<file path="config.mk">
export PLATFORM = sky130hd
export DESIGN_NAME = mips32_fetch_unit_flat
export DESIGN_NICKNAME = d
export VERILOG_FILES = /design/src/rtl/mips32_fetch_unit_if.sv /design/src/rtl/mips32_fetch_unit.sv /design/src/flat_wrapper.sv
export SDC_FILE = /design/constraint.sdc
export NUM_CORES = 1
export LEC_CHECK = 0
export BUFFER_PORTS_ARGS = -buffer_cell sky130_fd_sc_hd__clkbuf_2
export CORE_MARGIN = 2
export CORE_UTILIZATION = 61
export CTS_BUF_LIST = sky130_fd_sc_hd__clkbuf_4 sky130_fd_sc_hd__clkbuf_8
export DETAILED_ROUTE_END_ITERATION = 8
export GPL_TIMING_DRIVEN = 0
export PLACE_DENSITY_LB_ADDON = 0.12
export SYNTH_ARGS = -nofsm -noshare
export SYNTH_HDL_FRONTEND = slang
export SYNTH_SLANG_ARGS = --single-unit
</file>
<file path="constraint.sdc">
create_clock -name i_clk -period 6.8 [get_ports i_clk]
set_input_delay 0 -clock i_clk [delete_from_list [all_inputs] [get_ports i_clk]]
set_output_delay 0 -clock i_clk [all_outputs]
set_load 0.02 [all_outputs]
</file>
<file path="src/rtl/mips32_fetch_unit_if.sv">
// rtl/mips32_fetch_unit_if.sv - Instruction memory port and decode handshake bundle for mips32_fetch_unit
interface mips32_fetch_unit_if;
  logic        imem_req;
  logic [31:0] imem_addr;
  logic [31:0] imem_rdata;
  logic        id_valid;
  logic        id_ready;
  logic [31:0] id_instr;
  logic [31:0] id_pc;
  logic [31:0] id_pc_plus4;

  modport master (
    output imem_req, imem_addr,
    input  imem_rdata,
    output id_valid, id_instr, id_pc, id_pc_plus4,
    input  id_ready
  );

  modport slave (
    input  imem_req, imem_addr,
    output imem_rdata,
    input  id_valid, id_instr, id_pc, id_pc_plus4,
    output id_ready
  );
endinterface

</file>
<file path="src/rtl/mips32_fetch_unit.sv">
// rtl/mips32_fetch_unit.sv - MIPS32 fetch front end: PC, imem requests, instruction queue to decode
// Define MIPS32_FETCH_PERF_EN to add the fetched/redirect performance counters.
module mips32_fetch_unit #(
  parameter logic [31:0] RESET_PC = 32'h0000_0000,
  parameter int unsigned QDEPTH   = 2
) (
  input  logic        i_clk,
  input  logic        i_reset,
  input  logic        i_redirect_valid,
  input  logic [31:0] i_redirect_pc,
`ifdef MIPS32_FETCH_PERF_EN
  output logic [31:0] o_perf_fetched,
  output logic [31:0] o_perf_redirects,
`endif
  mips32_fetch_unit_if.master io_fetch
);
  localparam int unsigned PW = (QDEPTH > 1) ? $clog2(QDEPTH) : 1;
  localparam int unsigned CW = $clog2(QDEPTH + 1);
  localparam logic [CW:0] QD = QDEPTH[CW:0];

  logic [31:0]   r_pc;
  logic [31:0]   r_tag;
  logic          r_inflight;
  logic [PW-1:0] r_rd_ptr;
  logic [PW-1:0] r_wr_ptr;
  logic [CW-1:0] r_count;
  logic [31:0]   r_q_instr [QDEPTH];
  logic [31:0]   r_q_pc    [QDEPTH];

  logic          w_pop;
  logic          w_push;
  logic          w_issue;
  logic [CW:0]   w_credit;
  logic [31:0]   w_head_pc;
  logic          w_unused_ok;

  assign w_pop  = (r_count != '0) && io_fetch.id_ready;
  assign w_push = r_inflight && !i_redirect_valid;
  // Slots already spoken for: held entries plus the word returning now, less the one leaving.
  assign w_credit = {1'b0, r_count} + (CW+1)'(r_inflight) - (CW+1)'(w_pop);
  assign w_issue  = !i_reset && !i_redirect_valid && (w_credit < QD);

  assign w_head_pc   = r_q_pc[r_rd_ptr];
  assign w_unused_ok = ^i_redirect_pc[1:0];

  assign io_fetch.imem_req    = w_issue;
  assign io_fetch.imem_addr   = r_pc;
  assign io_fetch.id_valid    = (r_count != '0);
  assign io_fetch.id_instr    = r_q_instr[r_rd_ptr];
  assign io_fetch.id_pc       = w_head_pc;
  assign io_fetch.id_pc_plus4 = w_head_pc + 32'd4;

  always_ff @(posedge i_clk) begin
    if (i_reset) begin
      r_pc       <= RESET_PC;
      r_tag      <= '0;
      r_inflight <= 1'b0;
      r_rd_ptr   <= '0;
      r_wr_ptr   <= '0;
      r_count    <= '0;
      for (int i = 0; i < int'(QDEPTH); i++) begin
        r_q_instr[i] <= '0;
        r_q_pc[i]    <= '0;
      end
    end else if (i_redirect_valid) begin
      r_pc       <= {i_redirect_pc[31:2], 2'b00};
      r_inflight <= 1'b0;
      r_rd_ptr   <= '0;
      r_wr_ptr   <= '0;
      r_count    <= '0;
    end else begin
      if (w_push) begin
        r_q_instr[r_wr_ptr] <= io_fetch.imem_rdata;
        r_q_pc[r_wr_ptr]    <= r_tag;
        r_wr_ptr            <= r_wr_ptr + PW'(1);
      end
      if (w_pop) begin
        r_rd_ptr <= r_rd_ptr + PW'(1);
      end
      r_count    <= r_count + CW'(w_push) - CW'(w_pop);
      r_inflight <= w_issue;
      if (w_issue) begin
        r_tag <= r_pc;
        r_pc  <= r_pc + 32'd4;
      end
    end
  end

`ifdef MIPS32_FETCH_PERF_EN
  logic [31:0] r_perf_fetched;
  logic [31:0] r_perf_redirects;

  always_ff @(posedge i_clk) begin
    if (i_reset) begin
      r_perf_fetched   <= '0;
      r_perf_redirects <= '0;
    end else begin
      if (w_issue) begin
        r_perf_fetched <= r_perf_fetched + 32'd1;
      end
      if (i_redirect_valid) begin
        r_perf_redirects <= r_perf_redirects + 32'd1;
      end
    end
  end

  assign o_perf_fetched   = r_perf_fetched;
  assign o_perf_redirects = r_perf_redirects;
`endif
endmodule
</file>
<file path="src/flat_wrapper.sv">
// flat-port wrapper written by rule: the top's interface ports become plain ports
module mips32_fetch_unit_flat 
#(
  parameter logic [31:0] RESET_PC = 32'h0000_0000,
  parameter int unsigned QDEPTH   = 2
)
  (i_clk, i_reset, i_redirect_valid, i_redirect_pc, io_fetch_imem_req, io_fetch_imem_addr, io_fetch_imem_rdata, io_fetch_id_valid, io_fetch_id_instr, io_fetch_id_pc, io_fetch_id_pc_plus4, io_fetch_id_ready);
  mips32_fetch_unit_if io_fetch_i ();
  input  logic i_clk;
  input  logic i_reset;
  input  logic i_redirect_valid;
  input  logic [31:0] i_redirect_pc;
  output wire logic [$bits(io_fetch_i.imem_req)-1:0] io_fetch_imem_req;
  output wire logic [$bits(io_fetch_i.imem_addr)-1:0] io_fetch_imem_addr;
  input wire logic [$bits(io_fetch_i.imem_rdata)-1:0] io_fetch_imem_rdata;
  output wire logic [$bits(io_fetch_i.id_valid)-1:0] io_fetch_id_valid;
  output wire logic [$bits(io_fetch_i.id_instr)-1:0] io_fetch_id_instr;
  output wire logic [$bits(io_fetch_i.id_pc)-1:0] io_fetch_id_pc;
  output wire logic [$bits(io_fetch_i.id_pc_plus4)-1:0] io_fetch_id_pc_plus4;
  input wire logic [$bits(io_fetch_i.id_ready)-1:0] io_fetch_id_ready;
  assign io_fetch_imem_req = io_fetch_i.imem_req;
  assign io_fetch_imem_addr = io_fetch_i.imem_addr;
  assign io_fetch_i.imem_rdata = io_fetch_imem_rdata;
  assign io_fetch_id_valid = io_fetch_i.id_valid;
  assign io_fetch_id_instr = io_fetch_i.id_instr;
  assign io_fetch_id_pc = io_fetch_i.id_pc;
  assign io_fetch_id_pc_plus4 = io_fetch_i.id_pc_plus4;
  assign io_fetch_i.id_ready = io_fetch_id_ready;
  mips32_fetch_unit #(.RESET_PC(RESET_PC), .QDEPTH(QDEPTH)) u_core (.i_clk(i_clk), .i_reset(i_reset), .i_redirect_valid(i_redirect_valid), .i_redirect_pc(i_redirect_pc), .io_fetch(io_fetch_i));
endmodule
</file>
==> out/qor_table.md <==
| Group | Result | Reported |
| --- | --- | --- |
| global route | Largest net degree at the start of global routing | 63 |
| sta | Worst max-slew margin expressed relative to the limit | 39.8% |
| sta | Maximum clock skew at final layout | 0.0149 ns |
| yosys | Asr flop ratio synth | 0% |
| sta | Final worst-path cycle share | 61.4% |
| sta | Timing-limited maximum frequency | 0.240 GHz |
| global route | Antenna violations before repair | 0 |
| global route | GRT Overall Usage | 28.3% |
| pwr | P per Cell Area | 208 nW/µm² |
| cts | CTS Buf Count | 17 |
| sta | Transition time at the pin with the least slew margin | 0.903 ns |
| sta | Final Hold Viols | 0 |
| flow run | Total of max-cap violations | 0 |
| yosys | Netlist Area Pre-Place | 9160 µm² |
| yosys | Post-synth EDFFs | 124 |
| status | Result of the run | completed |
| cts | Maximum level of the CTS H-tree | 4 |
| sta | Worst-case setup margin in the final layout | 2.63 ns |
| layout | Layout-stage area growth over the synthesis result | 24.7% |
| yosys | XOR/XNOR Fraction of Synth Area | 3.06% |
| sta | Setup repair after global routing missed its margin | false |
| yosys | Synth Area in Compound Gates | 7.96% |
| place | Worst Setup Slack post-DPL | 3.10 ns |
| yosys | YS warnings | 0 |
| sta | Final critical delay including setup and external delays | 4.17 ns |
| worst setup path | Crit Path Max Fanout | 10 |
| layout | Share of cells above drive strength 1 | 27.3% |
| cts | CTS tree | built |
| global route | Global-route wire length before repair | 35800 µm |
| place | Cell area reported after detailed placement | 10400 µm² |
| layout | Final core utilization | 78.3% |
| yosys | Post-Synthesis Cells | 840 |
| place | Cell Count Post-Placement | 1218 |
| floorplan | Die outline area | 16000 µm² |
| cts | Number of setup buffers added after CTS | 0 |
| worst setup path | Largest incremental delay on the critical path | 0.49 ns |
| routing | Total iterations of the first detailed-routing run | 5 |
| worst setup path | Worst Setup Path Type | reg2out |
| worst setup path | Critical path required time | 6.80 ns |
| sta | Post-route worst hold slack | 0.0394 ns |
| cts | Hold-fix buffers, CTS | 62 |
| layout | Area of all placed cells without fillers | 11400 µm² |
| yosys | Top_reg_cell synth | sky130_fd_sc_hd__edfxtp_1 |
| hold path | Hold path start | io_fetch_id_ready |
| floorplan | Placement Rows | 44 |
| place | DP HPWL | 15400 µm |
| sta | Number of endpoints failing setup at the final stage | 0 |
| cts | Clock insertion delay at the later pin of the skew report | 0.47 ns |
| cts | Sinks on Clock Net | 190 |
| worst setup path | R2r endpoint | u_core.r_tag[17] |
| worst setup path | Worst reg-to-reg path cell count | 12 |
| yosys | Total of flip-flops plus latches after synthesis | 190 |
| routing | Average wire per cell in the routed design | 17.3 µm |
| pwr | Design Power | 2.38 mW |
| worst setup path | Data arrival time of the critical path | 4.17 ns |
| global route | Via count of the first global-routing pass | 7178 |
| routing | Via density per instance | 5.63 |
| worst setup path | Crit path launch type | register |
| cts | Cell chosen for the clock root | sky130_fd_sc_hd__clkbuf_8 |
| worst setup path | Critical path buffer and inverter count | 7 |
| cts | # resized after CTS | 0 |
| floorplan | Ports placed on the boundary | 198 |
| routing | Violation count after the first detailed-routing iteration | 554 |
| layout | Total number of nets in the final design | 1187 |
| global route | Global route overflow | 0 |
| hold path | Worst min-delay path category | in2reg |
| yosys | Portion of netlist area occupied by mux cells | 7.69% |
| yosys | Post-Syn Area per Cell | 10.9 µm² |
| floorplan | Core Region | 14600 µm² |
| yosys | Adder and majority gate portion of the synthesized area | 0.628% |
| yosys | Main combinational cell family by area after synthesis | simple AND/OR/NAND/NOR gates |
| cts | CTS max path bufs | 2 |
| sta | Final setup TNS | 0 ns |
| yosys | Post-Synth Simple-Gate Area | 21.9% |
| sta | Final max-slew violation count | 0 |
| place | Weighted congestion at the end of routability-driven global placement | 0.923 |
| yosys | Proportion of synthesized chip area in sequential cells | 55.1% |
| worst setup path | Library cell appearing most often on the critical path | sky130_fd_sc_hd__buf_2 |
| yosys | Count of cell types in the netlist | 57 |
| pwr | Leakage power figure | 4.69 nW |
| worst setup path | Launch point of the worst reg-to-reg path | u_core.r_count[0] |
| hold path | Terminating pin of the worst hold path | u_core.r_rd_ptr |
| hold path | Cells on Worst Hold Path | 4 |
| worst setup path | Worst path top cell family by delay | buffers and inverters |
| floorplan | Starting density of the core | 62.8% |
| layout | Diodes inserted | 0 |
| worst setup path | Worst reg2reg setup slack | 3.68 ns |
| routing | Routed wire length | 22700 µm |
| routing | Vias | 7375 |
| place | Port buffer count | 188 |
| worst setup path | Type of element capturing the critical path | primary output |
| routing | Antenna Nets Post-Route | 0 |
| worst setup path | Cell breakdown of the critical path | buf_4 > buf_6 > clkbuf_1 > buf_2 > mux2i_1 > inv_1 > ha_1 > nand4b_1 > a22oi_1 > and3_1 > buf_2 > nand3_1 > xnor2_1 > clkbuf_2 |
| layout | Final instance count without filler cells | 1311 |
| floorplan | Horiz. Die Dim | 127 µm |
| cts | Clock transition time at the flip-flop clock pins of the worst setup and hold paths | 0.09 ns |
| worst setup path | Cell with the biggest individual delay on the critical path | sky130_fd_sc_hd__clkbuf_1 |
| routing | Post-route DRC | 0 |
| pwr | VDD IR max | 0.115 mV |
| floorplan | Height of the die | 127 µm |
[layer usage]
| layer | vias up | track usage [%] | wire (µm) |
|---|---|---|---|
| li1 | 3545 | - | - |
| met1 | 3455 | 36.3 | 9190 |
| met2 | 344 | 48.9 | 11300 |
| met3 | 31 | 5.23 | 1870 |
| met4 | 0 | 8.86 | 371 |
| met5 | - | 0 | 0 |
[registers in the layout, indices dropped and copies added (netlist names), named ones only]
signal                     flops
u_core.r_wr_ptr                1
u_core.r_q_instr              64
u_core.io_fetch.imem_addr     30
u_core.r_q_pc                 60
u_core.r_rd_ptr                1
u_core.r_count                 2
u_core.r_inflight              1
u_core.r_tag                  30
[tightest hold or removal path, delay by kind of cell]
family                    cells  cell delay (ns)
and+or+nand+nor               2             0.23
buffers and inverters         1             0.13
xor gates and xnor gates      1             0.09
[layout by cell type, fill, tap and decap left out, drive strengths merged, types with 5 or more instances in the layout]
| cell type | instances |
|---|---|
| nand2 | 98 |
| dfxtp | 66 |
| clkbuf | 244 |
| nand4b | 6 |
| nor2 | 25 |
| nor3 | 12 |
| mux2i | 13 |
| nand3 | 27 |
| and3 | 8 |
| dlygate4sd3 | 62 |
| a31oi | 15 |
| a21oi | 47 |
| a21o | 5 |
| a22oi | 10 |
| xor2 | 8 |
| buf | 22 |
| conb | 6 |
| xnor2 | 24 |
| nand4 | 24 |
| o21ai | 16 |
| o211ai | 6 |
| mux2 | 51 |
| edfxtp | 124 |
| or3 | 7 |
| and2 | 127 |
| nor2b | 6 |
| inv | 21 |
[layout make-up]
| type | count | area, µm² |
|---|---|---|
| tap | 184 | 230 |
| clock buffer | 22 | 290 |
| multi-input combinational | 581 | 3820 |
| clock inverter | 9 | 135 |
| inverter | 19 | 71.3 |
| fill | 963 | 3170 |
| sequential | 190 | 5040 |
| timing repair buffer | 251 | 1570 |
| buffer | 55 | 259 |
[synthesized netlist by cell type (13+ instances only)]
master / count / share of area (%)
sky130_fd_sc_hd__xnor2_1: 24 / 2.3
sky130_fd_sc_hd__and2_1: 127 / 8.7
sky130_fd_sc_hd__nand4_1: 21 / 1.4
sky130_fd_sc_hd__inv_1: 19 / 0.78
sky130_fd_sc_hd__clkbuf_1: 32 / 1.3
sky130_fd_sc_hd__edfxtp_1: 124 / 41
sky130_fd_sc_hd__nor2_1: 24 / 0.98
sky130_fd_sc_hd__a21oi_1: 47 / 2.6
sky130_fd_sc_hd__o21ai_0: 16 / 0.87
sky130_fd_sc_hd__a31oi_1: 15 / 1.0
sky130_fd_sc_hd__mux2_2: 51 / 6.3
sky130_fd_sc_hd__mux2i_1: 13 / 1.4
sky130_fd_sc_hd__dfxtp_1: 66 / 14
sky130_fd_sc_hd__nand2_1: 98 / 4.0
sky130_fd_sc_hd__nand3_1: 26 / 1.4
[cells by family (layout without fill, tap and decap cells)]
family / after synthesis / count (layout)
compound gates: 117 / 117
xor+xnor: 32 / 32
fa+ha+maj: 4 / 4
buf+inv: 74 / 356
flops: 190 / 190
mux: 64 / 64
other cells: 1 / 6
simple gates: 358 / 358
[worst max-delay path by stage]
stage | slack [ns] | startpoint | cells after the start | to
after floorplan | 3.64 | register | 13 | io_fetch_id_pc_plus4[30]
after global placement | 3.16 | register | 14 | io_fetch_id_pc_plus4[20]
after detailed placement | 3.10 | register | 14 | io_fetch_id_pc_plus4[20]
after CTS | 2.60 | register | 14 | io_fetch_id_pc_plus4[20]
after global routing | 2.28 | register | 14 | io_fetch_id_pc_plus4[26]
final | 2.63 | register | 14 | io_fetch_id_pc_plus4[22]
[power by group]
group	total [mW]	leakage, nW	internal (mW)	switching (mW)
Sequential	1.31	1.83	1.28	0.0366
Combinational	0.281	2.65	0.110	0.171
Clock	0.786	0.217	0.401	0.385
Total	2.38	4.69	1.79	0.592
Note: power is estimated with default switching activity, not from simulation.
